## src/rtl/hall_call_panel.sv

```systemverilog
// Hall-call front end: debounces buttons, latches pending calls and
// offers them round-robin to the controller over valid/ready.
module hall_call_panel #(
    parameter int FLOORS          = 5,
    parameter int FLOOR_W         = 3,
    parameter int DEBOUNCE_CYCLES = 4
) (
    input  logic               clk,
    input  logic               reset,
    input  logic [FLOORS-1:0]  raw_buttons,
    input  logic [FLOOR_W-1:0] current_floor,
    input  logic               door_open,
    output logic               req_valid,
    output logic [FLOOR_W-1:0] req_floor,
    input  logic               req_ready,
    output logic [FLOORS-1:0]  lamps
);

    localparam int CW = (DEBOUNCE_CYCLES > 1) ? $clog2(DEBOUNCE_CYCLES) : 1;

    typedef enum logic {IDLE, OFFER} state_t;

    logic [FLOORS-1:0]  sync1_q, sync2_q;
    logic [FLOORS-1:0]  db_q, db_dly_q, p_q;
    logic [CW-1:0]      cnt_q [FLOORS];
    logic [FLOORS-1:0]  pend_q, pend_d;
    logic [FLOORS-1:0]  sent_q, sent_d;
    logic [FLOORS-1:0]  svc, elig, sent_set;
    logic [FLOOR_W-1:0] ptr_q, ptr_d;
    logic [FLOOR_W-1:0] req_floor_q, sel_idx;
    logic               req_valid_q, sel_found, accept;
    state_t             state_q;

    always_comb begin
        for (int i = 0; i < FLOORS; i++) begin
            svc[i] = door_open && (current_floor == FLOOR_W'(i));
        end
    end

    assign elig = pend_q & ~sent_q;

    // Scan downward so the last hit is the one closest to ptr.
    always_comb begin
        int idx;
        idx       = 0;
        sel_found = 1'b0;
        sel_idx   = '0;
        for (int k = FLOORS - 1; k >= 0; k--) begin
            idx = (int'(ptr_q) + k) % FLOORS;
            if (elig[idx]) begin
                sel_found = 1'b1;
                sel_idx   = FLOOR_W'(idx);
            end
        end
    end

    assign accept   = (state_q == OFFER) && req_ready && !svc[req_floor_q];
    assign sent_set = accept ? (FLOORS'(1) << req_floor_q) : '0;
    assign pend_d   = (pend_q | p_q) & ~svc;
    assign sent_d   = (sent_q | sent_set) & ~svc;
    assign ptr_d    = (req_floor_q == FLOOR_W'(FLOORS - 1)) ? '0
                                                            : req_floor_q + 1'b1;

    always_ff @(posedge clk) begin
        if (reset) begin
            sync1_q     <= '0;
            sync2_q     <= '0;
            db_q        <= '0;
            db_dly_q    <= '0;
            p_q         <= '0;
            for (int i = 0; i < FLOORS; i++) cnt_q[i] <= '0;
            pend_q      <= '0;
            sent_q      <= '0;
            ptr_q       <= '0;
            req_floor_q <= '0;
            req_valid_q <= 1'b0;
            state_q     <= IDLE;
        end else begin
            sync1_q  <= raw_buttons;
            sync2_q  <= sync1_q;
            for (int i = 0; i < FLOORS; i++) begin
                if (sync2_q[i] != db_q[i]) begin
                    if (cnt_q[i] == CW'(DEBOUNCE_CYCLES - 1)) begin
                        db_q[i]  <= sync2_q[i];
                        cnt_q[i] <= '0;
                    end else begin
                        cnt_q[i] <= cnt_q[i] + 1'b1;
                    end
                end else begin
                    cnt_q[i] <= '0;
                end
            end
            db_dly_q <= db_q;
            p_q      <= db_q & ~db_dly_q;
            pend_q   <= pend_d;
            sent_q   <= sent_d;
            unique case (state_q)
                IDLE: begin
                    if (sel_found) begin
                        req_floor_q <= sel_idx;
                        req_valid_q <= 1'b1;
                        state_q     <= OFFER;
                    end
                end
                OFFER: begin
                    if (req_ready) begin
                        ptr_q       <= ptr_d;
                        req_valid_q <= 1'b0;
                        state_q     <= IDLE;
                    end
                end
                default: state_q <= IDLE;
            endcase
        end
    end

    assign req_valid = req_valid_q;
    assign req_floor = req_floor_q;
    assign lamps     = pend_q;

endmodule

```

## config.mk

```make
export PLATFORM = sky130hd
export DESIGN_NAME = hall_call_panel
export DESIGN_NICKNAME = d
export VERILOG_FILES = /design/src/rtl/hall_call_panel.sv
export SDC_FILE = /design/constraint.sdc
export NUM_CORES = 1
export LEC_CHECK = 0
export CORE_ASPECT_RATIO = 0.9
export CORE_MARGIN = 3
export CORE_UTILIZATION = 52
export DETAILED_ROUTE_END_ITERATION = 7
export PLACE_DENSITY = 0.71
export SLEW_MARGIN = 20
export SYNTH_ARGS = -nofsm -noshare
export SYNTH_HDL_FRONTEND = slang
export SYNTH_SLANG_ARGS = --single-unit
```

## constraint.sdc

```tcl
create_clock -name clk -period 6.3 [get_ports clk]
set_clock_uncertainty 0.1 [all_clocks]
set_input_delay 0.945 -clock clk [delete_from_list [all_inputs] [get_ports clk]]
set_output_delay 0.945 -clock clk [all_outputs]
set_load 0.01 [all_outputs]
```

Word-level counts from Yosys, hierarchy flattened
Memories as Yosys holds them, arrays and structs flattened.
Index checks and enable logic that the tools add are counted.
{ "classes": {"n_addsub": 10, "eq_ne": 17, "n_bitwise": 25, "order_cmp": 6, "n_reduce_logical": 17, "mux": 107, "n_div": 5, "n_shift": 1} }
{ "ops": {"columns": ["op", "n"], "rows": [
  ["< comparator 32 x 5 -> 1 bit (second input constant)", 5],
  ["modulo 32 x 4 -> 32 bit (second input constant)", 4],
  ["two-way mux 1 bit", 77],
  ["modulo 4 x 4 -> 32 bit (second input constant)", 1],
  ["two-way mux 2 bit", 15],
  ["bitwise AND 5 bit", 4],
  ["binary-select mux 1 bit (select 3 bit)", 6],
  ["two-way mux 3 bit", 6],
  ["AND reduction 2 bit", 8],
  ["inverter 5 bit", 3],
  ["bitwise OR 1 bit", 15],
  ["adder 2 x 1 -> 2 bit (second input constant)", 5],
  ["== test 2 bit (second input constant)", 5],
  ["bitwise OR 5 bit", 2],
  ["adder 3 x 2 -> 4 bit (second input constant)", 2],
  ["logical AND 1 bit", 7],
  ["== test 3 x 2 -> 1 bit (second input constant)", 2],
  ["== test 3 bit (second input constant)", 2],
  ["two-way mux 5 bit", 1],
  ["!= test 1 bit", 5],
  ["left shift 1 x 3 -> 5 bit (first input constant)", 1],
  ["adder 3 x 1 -> 4 bit (second input constant)", 1],
  ["adder 3 x 3 -> 4 bit (second input constant)", 1],
  ["< comparator 3 x 4 -> 1 bit (second input constant)", 1],
  ["other kinds (7)", 9]
]} }
{ "word_totals": {"mem_count": 1, "ff_bits": 43, "ram_bits": 10} }
{ "memory_table": {"columns": ["memory", "depth", "word_bits", "rd", "rd_ports_with_merged_regs", "wr", "line_no", "source"], "rows": [
  ["cnt_q", 5, 2, 5, 0, 5, "25", "logic [CW-1:0] cnt_q [FLOORS];"]
]} }

Longest topological paths before layout
Gate-level depths: netlist (run 1).
{ "logic_depth": {"depth_word": 12, "ltp_mapped": 18, "ltp_nobuf": 17} }

Least setup slack after synthesis (run 1)
No wires, ideal clock.
{ "synth_timing": {"kind": "register -> register", "from": "reg ptr_q[2]", "to": "reg req_floor_q[0] (netlist: req_floor[0])", "stages_incl_launch_ff": 19, "setup_time_ns": 0.121, "n_path_buf": 2, "required_ns": 6.079, "arrival_time_ns": 4.093, "setup_slack_ns": 1.986, "cell_sequence": "dfxtp_1 -> buf_6 -> buf_2 -> inv_1 -> ha_1 -> o21ai_2 -> nand2_1 -> xnor2_1 -> ha_1 -> fa_1 -> a21boi_1 -> o211ai_2 -> xnor2_1 -> mux2i_1 -> o22ai_1 -> nor4_1 -> nor3b_2 -> or2_4 -> mux2_4"} }
{ "synth_between": {"elab_chain_len": 11, "word_cells_on_any_way": 35} }
{ "synth_rtl": {"columns": ["element", "line_no", "source"], "rows": [
  ["from (decl)", "29", "logic [FLOOR_W-1:0] ptr_q, ptr_d;"],
  ["from (signal assigned)", "107", "ptr_q <= ptr_d;"],
  ["adder 3 x 3 -> 4 bit", "49", "idx = (int'(ptr_q) + k) % FLOORS;"],
  ["modulo 32 x 4 -> 32 bit", "49", null],
  ["binary-select mux 1 bit (select 3 bit)", "50", "if (elig[idx]) begin"],
  ["two-way mux 1 bit (implied by the code) (2 in a row)", "50", null],
  ["two-way mux 1 bit (5 in a row)", "50", null],
  ["AND reduction 2 bit (no source line)", null, null],
  ["to (signal assigned)", "100", "req_floor_q <= sel_idx;"],
  ["to (decl)", "30", "logic [FLOOR_W-1:0] req_floor_q, sel_idx;"]
]} }
Parallel ways exist; a longest one is shown, timed or not. The select of a mux whose other input is x is not followed.
A chain may end at the register's enable or synchronous reset.

Final worst setup path (run 1)
Ends and elaborated chain as after synthesis.

==> results_dict.tcl, run 1 <==
set metrics [dict create \
    fin_area_mm2 0.004061 \
    num_io_pins 21 \
    synth-edff-count 10 \
    final.setup.tns_ns 0 \
    grt-ovfl-total 0 \
    yosys-top-cells-area "dfxtp_1 23%, ha_1 11%, edfxtp_1 8.2%" \
    grt_pass1_vias 2851 \
    drv_cap 0 \
    ys.flop_type "dfxtp_1" \
    wirelength_mm 7.683 \
    synth_commonest_cells "48 x nor2_1, 43 x dfxtp_1, 31 x ha_1, 29 x nor2b_1, 24 x inv_1" \
    cpMaxStageDelayCell "dfxtp_1" \
    vias 2967 \
    rows 28 \
    p_leak_nw 1.578 \
    nets 479 \
    rsz0062_at_grt "false" \
    critical_path_required_ns 6.40 \
    min_period_ns 5.069 \
    slew_viol_final 0 \
    numClockSinks 53 \
    cts-root-buf "clkbuf_8" \
    yosysUniqueCellTypes 72 \
    path_max_fanout 18 \
    start_kind "flop" \
    ys_ff_latch 53 \
    n_antenna_cell 0 \
    dieWidth_um 94.58 \
    cpPeakStageDelay_ns 0.85 \
    status "complete, no violations" \
    power_density_mw_per_mm2 158.1 \
    die_height_um 85.73 \
    dieArea_mm2 0.008108 \
    crit_arrival_ns 5.17 \
    drt_iter0_drc 148 \
    clk_latency_ns 0.30 \
    synth_top_area_share_pct 23.44 \
    core_region_area_mm2 0.006726 \
    worstMarginPinSlew_ns 0.7914 \
    ys_seq_area_share_pct 31.62 \
    io_buffers 20 \
    finalCritPeriodShare_pct 80.47 \
    ir_worst_vdd_mv 0.1605 \
    drc 0 \
    placed_cell_area_mm2 0.003964 \
    yosys_warnings 0 \
    total_power_w 0.0006422 \
    fin_util_pct 60.38 \
    postCtsResizedCells 0 \
    viasPerCell 5.641 \
    yosysMostFrequentCell "nor2_1" \
    critPathCaptureType "flop" \
    gp_congestion 0.9235 \
    antenna_found_initial 0 \
    setup_ws_ns 1.231 \
    yosysTopAreaCell "dfxtp_1" \
    syn-cell-area_mm2 0.003672 \
    syn_area_per_cell_um2 8.957 \
    area_growth_pct 10.60 \
    hp-class "flop to flop" \
    cp_top_family "simple AND/OR/NAND/NOR gates" \
    start_util_pct 54.59 \
    path_buf_inv 1 \
    synthCells 410 \
    track_usage_pct 20.05 \
    crit_type "flop to flop" \
    antenna_left 0 \
    clk_pin_slew_ns 0.10 \
    grt_pass1_wl_mm 13.22 \
    h-tree-depth 2 \
    first_pass_iters 4 \
    drive_above_1_share_pct 8.486 \
    async_flop_share_pct 0 \
    wl_per_cell_um 14.61 \
    cp_cell_sequence "inv_1 > ha_1 > o21ai_2 > nand2_1 > xnor2_1 > ha_1 > fa_1 > a21boi_1 > o211ai_2 > xnor2_1 > mux2i_1 > o22ai_1 > nor4_1 > nor3b_2 > or2_4 > mux2_4" \
    hpwl_mm 5.971 \
    cts_hold_buf 0 \
    numCtsBuffers 5 \
    finalHoldViolCount 0 \
    grt_max_degree 44 \
    cts_tree "done" \
    place_ws_ns 1.247 \
    clockBufferDepth 2 \
    post_cts_buffers 0 \
    fmax_ghz 0.1973 \
    max_slew_margin_pct 47.17 \
    setup_viol 0 \
]
-- stage by stage --
step | hold WS (ns) | cells
finish | 0.2875 | 526
global route | 0.3000 | 526
CTS | 0.2904 | 526
detailed placement | 0.2751 | 518
global placement | 0.2710 | 518
floorplan | 0.2674 | 419
-- kinds of logic after synthesis --
kind of cell	count (synthesis)	share of synthesized area, %
simple gates	157	22.18
compound gates	90	19.59
flops	53	31.62
buf+inv	41	4.872
fa+ha+maj	32	11.11
mux	21	6.337
xor+xnor	15	4.191
other cells	1	0.1021
-- final cells by class --
type | instances | area [µm²]
fill | 616 | 2665
multi-input combinational | 325 | 2366
sequential | 53 | 1161
timing repair buffer | 23 | 222.7
tap | 90 | 112.6
inverter | 27 | 101.3
clock buffer | 5 | 68.82
clock inverter | 3 | 28.78
-- cell usage in the layout (no fill, tap or decap), types with 8 or more instances in the layout --
| cell type | count |
|---|---|
| ha_1 | 31 |
| or3_1 | 8 |
| xnor2_1 | 12 |
| a21oi_1 | 16 |
| clkdlybuf4s50_1 | 20 |
| edfxtp_1 | 10 |
| nor2b_1 | 29 |
| nor2_1 | 48 |
| conb_1 | 10 |
| a211oi_1 | 13 |
| nand2b_1 | 9 |
| inv_1 | 24 |
| nand3_1 | 9 |
| nand2_1 | 21 |
| dfxtp_1 | 43 |
| nor3_1 | 11 |
| mux2i_1 | 18 |
-- registers in the layout, summed over array words and instances, names as in the netlist, 5 cells and up --
| register | count |
|---|---|
| cnt_q | 10 |
| db_dly_q | 5 |
| db_q | 5 |
| lamps | 5 |
| p_q | 5 |
| sent_q | 5 |
| sync1_q | 5 |
| sync2_q | 5 |
-- worst reg2reg max path: stages (launching register included) --
cell,delay (ns)
dfxtp_1,0.85
inv_1,0.27
ha_1,0.42
o21ai_2,0.24
nand2_1,0.09
xnor2_1,0.20
ha_1,0.20
fa_1,0.17
a21boi_1,0.29
o211ai_2,0.16
xnor2_1,0.35
mux2i_1,0.28
o22ai_1,0.17
nor4_1,0.38
nor3b_2,0.31
or2_4,0.19
mux2_4,0.29
-- report_power, final --
part	total (W)	leakage [nW]	internal, W	switching [W]
registers	0.000362	0.452	0.000355	0.00000695
clock network	0.000200	0.0506	0.0000833	0.000117
logic	0.0000800	1.08	0.0000349	0.0000451
total	0.000642	1.58	0.000473	0.000169
-- routing by layer --
metal / track usage (%) / up-vias / wire length (µm)
li1: - / 1500 / -
met1: 29.19 / 1382 / 3821
met5: 0 / - / 0
met2: 31.31 / 78 / 3383
met3: 4.474 / 7 / 440
met4: 2.752 / 0 / 38
-- path summary, 6_finish.rpt --
check                           slack [ns]   startpoint  cells past startpoint            to
worst max register to register        1.23     ptr_q[2]                     16  req_floor[0]
worst min-delay path                  0.29  db_dly_q[0]                      1        p_q[0]
worst min register to register        0.29  db_dly_q[0]                      1        p_q[0]
worst max-delay path                  1.23     ptr_q[2]                     16  req_floor[0]
Power figures use the tool's default switching activity.
==> run 2: changes to the inputs <==
--- a/config.mk
+++ b/config.mk
@@ -9,7 +9,7 @@
 export CORE_MARGIN = 3
 export CORE_UTILIZATION = 52
 export DETAILED_ROUTE_END_ITERATION = 7
-export PLACE_DENSITY = 0.71
+export PLACE_DENSITY = 0.74
 export SLEW_MARGIN = 20
 export SYNTH_ARGS = -nofsm -noshare
 export SYNTH_HDL_FRONTEND = slang
==> constraint.sdc (replaced) <==
create_clock -name clk -period 4.53 [get_ports clk]
set_clock_uncertainty 0.1 [all_clocks]
set_input_delay 0.6795 -clock clk [delete_from_list [all_inputs] [get_ports clk]]
set_output_delay 0.6795 -clock clk [all_outputs]
set_load 0.01 [all_outputs]
==> run 2 against run 1 <==
Hold slack lost 0.0032 ns. Wire length grew 1.5%. Worst setup slack lost 0.95 ns. Register-to-register slack lost 0.95 ns. Critical endpoint unchanged. Largest cell class unchanged. Largest power group unchanged.
==> results_dict.tcl, run 2 (same netlist as run 1, synthesis figures left out) <==
set metrics [dict create \
    viasPerCell 5.693 \
    core_region_area_mm2 0.006726 \
    antenna_left 0 \
    first_pass_iters 5 \
    h-tree-depth 2 \
    start_kind "flop" \
    cts_tree "done" \
    hold_depth 1 \
    setup_ws_ns 0.2818 \
    fmax_ghz 0.2354 \
    clk_latency_ns 0.31 \
    status "complete, no violations" \
    die_height_um 85.73 \
    grt-ovfl-total 0 \
    path_max_fanout 9 \
    track_usage_pct 20.67 \
    max_slew_margin_pct 44.41 \
    worstMarginPinSlew_ns 0.8312 \
    finalCritPeriodShare_pct 93.78 \
    vias 3023 \
    path_buf_inv 4 \
    n_antenna_cell 0 \
    power_density_mw_per_mm2 217.2 \
    wirelength_mm 7.800 \
    start_util_pct 54.59 \
    ir_worst_vdd_mv 0.2269 \
    nets 484 \
    io_buffers 20 \
    hpwl_mm 6.080 \
    numClockSinks 53 \
    fin_area_mm2 0.004121 \
    dieArea_mm2 0.008108 \
    clk_pin_slew_ns 0.10 \
    reg2reg_depth 16 \
    grt_pass1_wl_mm 13.49 \
    grt_max_degree 27 \
    min_period_ns 4.248 \
    fin_util_pct 61.27 \
    drive_above_1_share_pct 10.20 \
    grt_pass1_vias 2904 \
    dieWidth_um 94.58 \
    cts-root-buf "clkbuf_8" \
    placed_cell_area_mm2 0.004001 \
    antenna_found_initial 0 \
    crit_arrival_ns 4.36 \
    final_cell_mix "48 x nor2_1, 43 x dfxtp_1, 31 x ha_1" \
    cts_hold_buf 0 \
    crit_top_cell "inv_1" \
    clockBufferDepth 2 \
    final_common_cell "nor2_1" \
    crit_type "flop to flop" \
    crit_cells 16 \
    cpMaxStageDelayCell "or4_1" \
    drc 0 \
    critical_path_required_ns 4.64 \
    largest_reg_flops 10 \
    slew_viol_final 0 \
    critPathCaptureType "flop" \
    place_ws_ns 0.09132 \
    largest_register "cnt_q" \
    final.setup.tns_ns 0 \
    area_growth_pct 12.23 \
    drt_iter0_drc 163 \
    cp_cell_sequence "inv_1 > buf_4 > ha_1 > inv_1 > nor2_1 > a21o_1 > inv_1 > ha_1 > or4_1 > a21oi_1 > or3_1 > a41oi_2 > nor4_2 > nor3b_4 > or2_4 > mux2_4" \
    hp-class "flop to flop" \
    gp_congestion 0.9657 \
    rsz0062_at_grt "false" \
    numCtsBuffers 5 \
    finalHoldViolCount 0 \
    rows 28 \
    cpPeakStageDelay_ns 0.54 \
    drv_cap 0 \
    num_io_pins 21 \
    cp_top_family "simple AND/OR/NAND/NOR gates" \
    p_leak_nw 1.601 \
    wl_per_cell_um 14.69 \
    setup_viol 0 \
]
[run 2: repair_timing]
item | CTS | global route
gates resized for setup | 0 | 4
setup buffers | 0 | 0
setup endpoints to repair | 0 | 4
[run 2: metrics by stage]
| stage | std cells | power, W | hold slack (ns) |
|---|---|---|---|
| floorplan | 419 | 0.0005900 | 0.2674 |
| global placement | 523 | 0.0006235 | 0.2717 |
| detailed placement | 523 | 0.0006267 | 0.2716 |
| CTS | 531 | 0.0009001 | 0.2862 |
| global route | 531 | 0.0009357 | 0.3021 |
| finish | 531 | 0.0008952 | 0.2844 |
[run 2: per-layer routing]
metal  vias up  wire, µm  global-route usage (%)
met5         -         0                       0
met3         8       441                   4.474
met1      1419      3824                   29.60
met2        83      3450                   31.44
met4         0        83                   5.898
li1       1513         -                       -
[run 2: final cells by class]
class	instances	area [µm²]
clock inverter	3	26.28
tap	90	112.6
inverter	27	101.3
clock buffer	5	68.82
timing repair buffer	28	260.3
multi-input combinational	325	2391
sequential	53	1161
fill	583	2605
[run 2: report_power, final]
| part | leakage [nW] | total, W | switching (W) | internal [W] |
|---|---|---|---|---|
| logic | 1.11 | 0.000115 | 0.0000644 | 0.0000508 |
| registers | 0.452 | 0.000503 | 0.00000958 | 0.000493 |
| clock network | 0.0423 | 0.000277 | 0.000164 | 0.000113 |
| total | 1.60 | 0.000895 | 0.000238 | 0.000657 |
[run 2: path summary, 6_finish.rpt]
path                  endpoint  slack [ns]         from
setup / recovery  req_floor[0]        0.28     ptr_q[1]
hold / removal          p_q[0]        0.28  db_dly_q[0]
setup reg to reg  req_floor[0]        0.28     ptr_q[1]
hold reg to reg         p_q[0]        0.28  db_dly_q[0]
[run 2: worst register-to-register path: stages (launching register included)]
cell and delay, ns:
dfxtp_1 0.46, inv_1 0.10, buf_4 0.19, ha_1 0.38, inv_1 0.14, nor2_1 0.16, a21o_1 0.17, inv_1 0.07
ha_1 0.26, or4_1 0.55, a21oi_1 0.25, or3_1 0.17, a41oi_2 0.07, nor4_2 0.35, nor3b_4 0.29, or2_4 0.18
mux2_4 0.29
==> run 3: changes to the inputs <==
--- a/config.mk
+++ b/config.mk
@@ -7,9 +7,10 @@
 export LEC_CHECK = 0
 export CORE_ASPECT_RATIO = 0.9
 export CORE_MARGIN = 3
-export CORE_UTILIZATION = 52
+export CORE_UTILIZATION = 40
 export DETAILED_ROUTE_END_ITERATION = 7
-export PLACE_DENSITY = 0.74
+export GPL_ROUTABILITY_DRIVEN = 0
+export SKIP_CTS_REPAIR_TIMING = 1
 export SLEW_MARGIN = 20
 export SYNTH_ARGS = -nofsm -noshare
 export SYNTH_HDL_FRONTEND = slang
==> run 3 against run 2 <==
Via count shrank 2.1%. Worst setup slack better by 0.0050 ns. Global-route usage is 4.7 points lower. Clock power is 5% higher. Design area up 0.88%. Sequential share of layout area fell by 0.22 points. Non-clock buffer count increased by 1. Critical path type unchanged. Largest cell class unchanged.
==> results_dict.tcl, run 3 (same netlist as run 1, synthesis figures left out) <==
set metrics [dict create \
    drive_above_1_share_pct 10.41 \
    vias 2961 \
    grt_max_degree 31 \
    rr_startpoint "ptr_q[1]" \
    min_period_ns 4.243 \
    first_pass_iters 4 \
    p_leak_nw 1.617 \
    path_buf_inv 1 \
    wirelength_mm 8.104 \
    finalCritPeriodShare_pct 93.67 \
    dieArea_mm2 0.01037 \
    critPathCaptureType "flop" \
    viasPerCell 5.278 \
    fillers 826 \
    dieWidth_um 107 \
    drc 0 \
    area_growth_pct 13.22 \
    largest_register "cnt_q" \
    hp-class "flop to flop" \
    antenna_found_initial 0 \
    grt_pass1_vias 2790 \
    numClockSinks 53 \
    reg2reg_depth 16 \
    largest_reg_flops 10 \
    crit_arrival_ns 4.37 \
    ff2ff_setup_slack_ns 0.29 \
    cp_cell_sequence "inv_1 > ha_1 > o21ai_2 > nand2_1 > xnor2_1 > ha_1 > fa_1 > a21boi_1 > o211ai_2 > xnor2_2 > mux2i_1 > o22ai_1 > nor4_2 > nor3b_2 > or2_4 > mux2_4" \
    hpwl_mm 6.263 \
    n_antenna_cell 0 \
    clk_latency_ns 0.32 \
    slew_viol_final 0 \
    drt_iter0_drc 144 \
    crit_cells 16 \
    final_common_cell "nor2_1" \
    wl_per_cell_um 14.45 \
    timing.rr.end "req_floor[0]" \
    final_cell_mix "48 x nor2_1, 42 x dfxtp_1, 31 x ha_1" \
    clk_pin_slew_ns 0.12 \
    hold_end "p_q[4]" \
    h-tree-depth 2 \
    crit_top_cell "ha_1" \
    nets 485 \
    critical_path_required_ns 4.65 \
    worstHoldStart "db_dly_q[4]" \
    max_slew_margin_pct 54.25 \
    fmax_ghz 0.2357 \
    start_kind "flop" \
    status "complete, no violations" \
    finalHoldViolCount 0 \
    clockBufferDepth 2 \
    final.setup.tns_ns 0 \
    grt-ovfl-total 0 \
    cp_top_family "simple AND/OR/NAND/NOR gates" \
    placed_cell_area_mm2 0.004045 \
    rows 32 \
    ir_worst_vdd_mv 0.1510 \
    grt_pass1_wl_mm 13.58 \
    hold_depth 1 \
    start_util_pct 41.88 \
    fin_area_mm2 0.004158 \
    numCtsBuffers 5 \
    worstMarginPinSlew_ns 0.6800 \
    track_usage_pct 15.93 \
    core_region_area_mm2 0.008768 \
    cts_tree "done" \
    antenna_left 0 \
    power_density_mw_per_mm2 218.9 \
    crit_type "flop to flop" \
    cpPeakStageDelay_ns 0.40 \
    die_height_um 96.90 \
    cpMaxStageDelayCell "dfxtp_2" \
    drv_cap 0 \
    cp-startpoint "ptr_q[1]" \
    multi_input_area_mm2 0.002380 \
    cts-root-buf "clkbuf_8" \
    setup_viol 0 \
    io_buffers 20 \
    num_io_pins 21 \
    path_max_fanout 7 \
    whs_ns 0.2877 \
    seq_area_mm2 0.001162 \
]
==> run 3: changes by cell type in the layout (fill, tap and decap cells not counted), sizes merged <==
cell / previous run / this run
buf: 8 / 9
clkinv: 0 / 1
clkinvlp: 2 / 0
inv: 28 / 29
==> run 3: worst register-to-register path: cells and delay by family, from the launching register on <==
family / cells / cell delay [ns]
compound gates: 4 / 0.90
xor+xnor: 2 / 0.47
fa+ha+maj: 3 / 0.72
buf+inv: 1 / 0.08
flops: 1 / 0.40
mux: 2 / 0.55
simple gates: 4 / 0.93
==> run 3: metrics by stage <==
step | cells | utilization (%) | total power [W] | setup WS (ns)
2_1_floorplan | 419 | - | 0.0005900 | 0.2159
3_3_place_gp | 553 | 46.13 | 0.0006271 | 0.3228
3_5_place_dp | 553 | 46.13 | 0.0006283 | 0.09058
4_1_cts | 561 | 47.25 | 0.0009203 | 0.08541
5_1_grt | 561 | 47.42 | 0.0009535 | -0.02091
6_report | 561 | 47.42 | 0.0009102 | 0.2868
==> run 3: worst max-delay path by stage <==
stage / to / slack (ns)
6_report: req_floor[0] / 0.29
5_1_grt: req_floor[0] / -0.02
4_1_cts: req_floor[0] / 0.09
3_5_place_dp: req_floor[0] / 0.09
3_3_place_gp: req_floor[0] / 0.32
2_1_floorplan: req_floor[0] / 0.22
==> run 3: final cells by class <==
| class | instances | share of cell area, % |
|---|---|---|
| multi-input cells | 325 | 57.24 |
| clock buffers | 5 | 1.655 |
| clock inverters | 3 | 0.6921 |
| repair buffers | 29 | 6.440 |
| inverters | 27 | 2.438 |
| well taps | 119 | 3.581 |
| flip-flops and latches | 53 | 27.96 |
==> run 3: power by group <==
| group | internal, W | switching [W] |
|---|---|---|
| clock | 0.000116 | 0.000176 |
| combinational | 0.0000510 | 0.0000636 |
| sequential | 0.000494 | 0.00000989 |
==> run 3: routing by layer <==
layer	GRT usage (%)	vias to the layer above	routed length [µm]	share of wire (%)
met5	0	-	0	0
met4	3.441	0	89	1.1
met3	3.269	9	365	4.5
met2	23.96	60	3530	44
met1	23.49	1381	4119	51
li1	-	1511	-	-
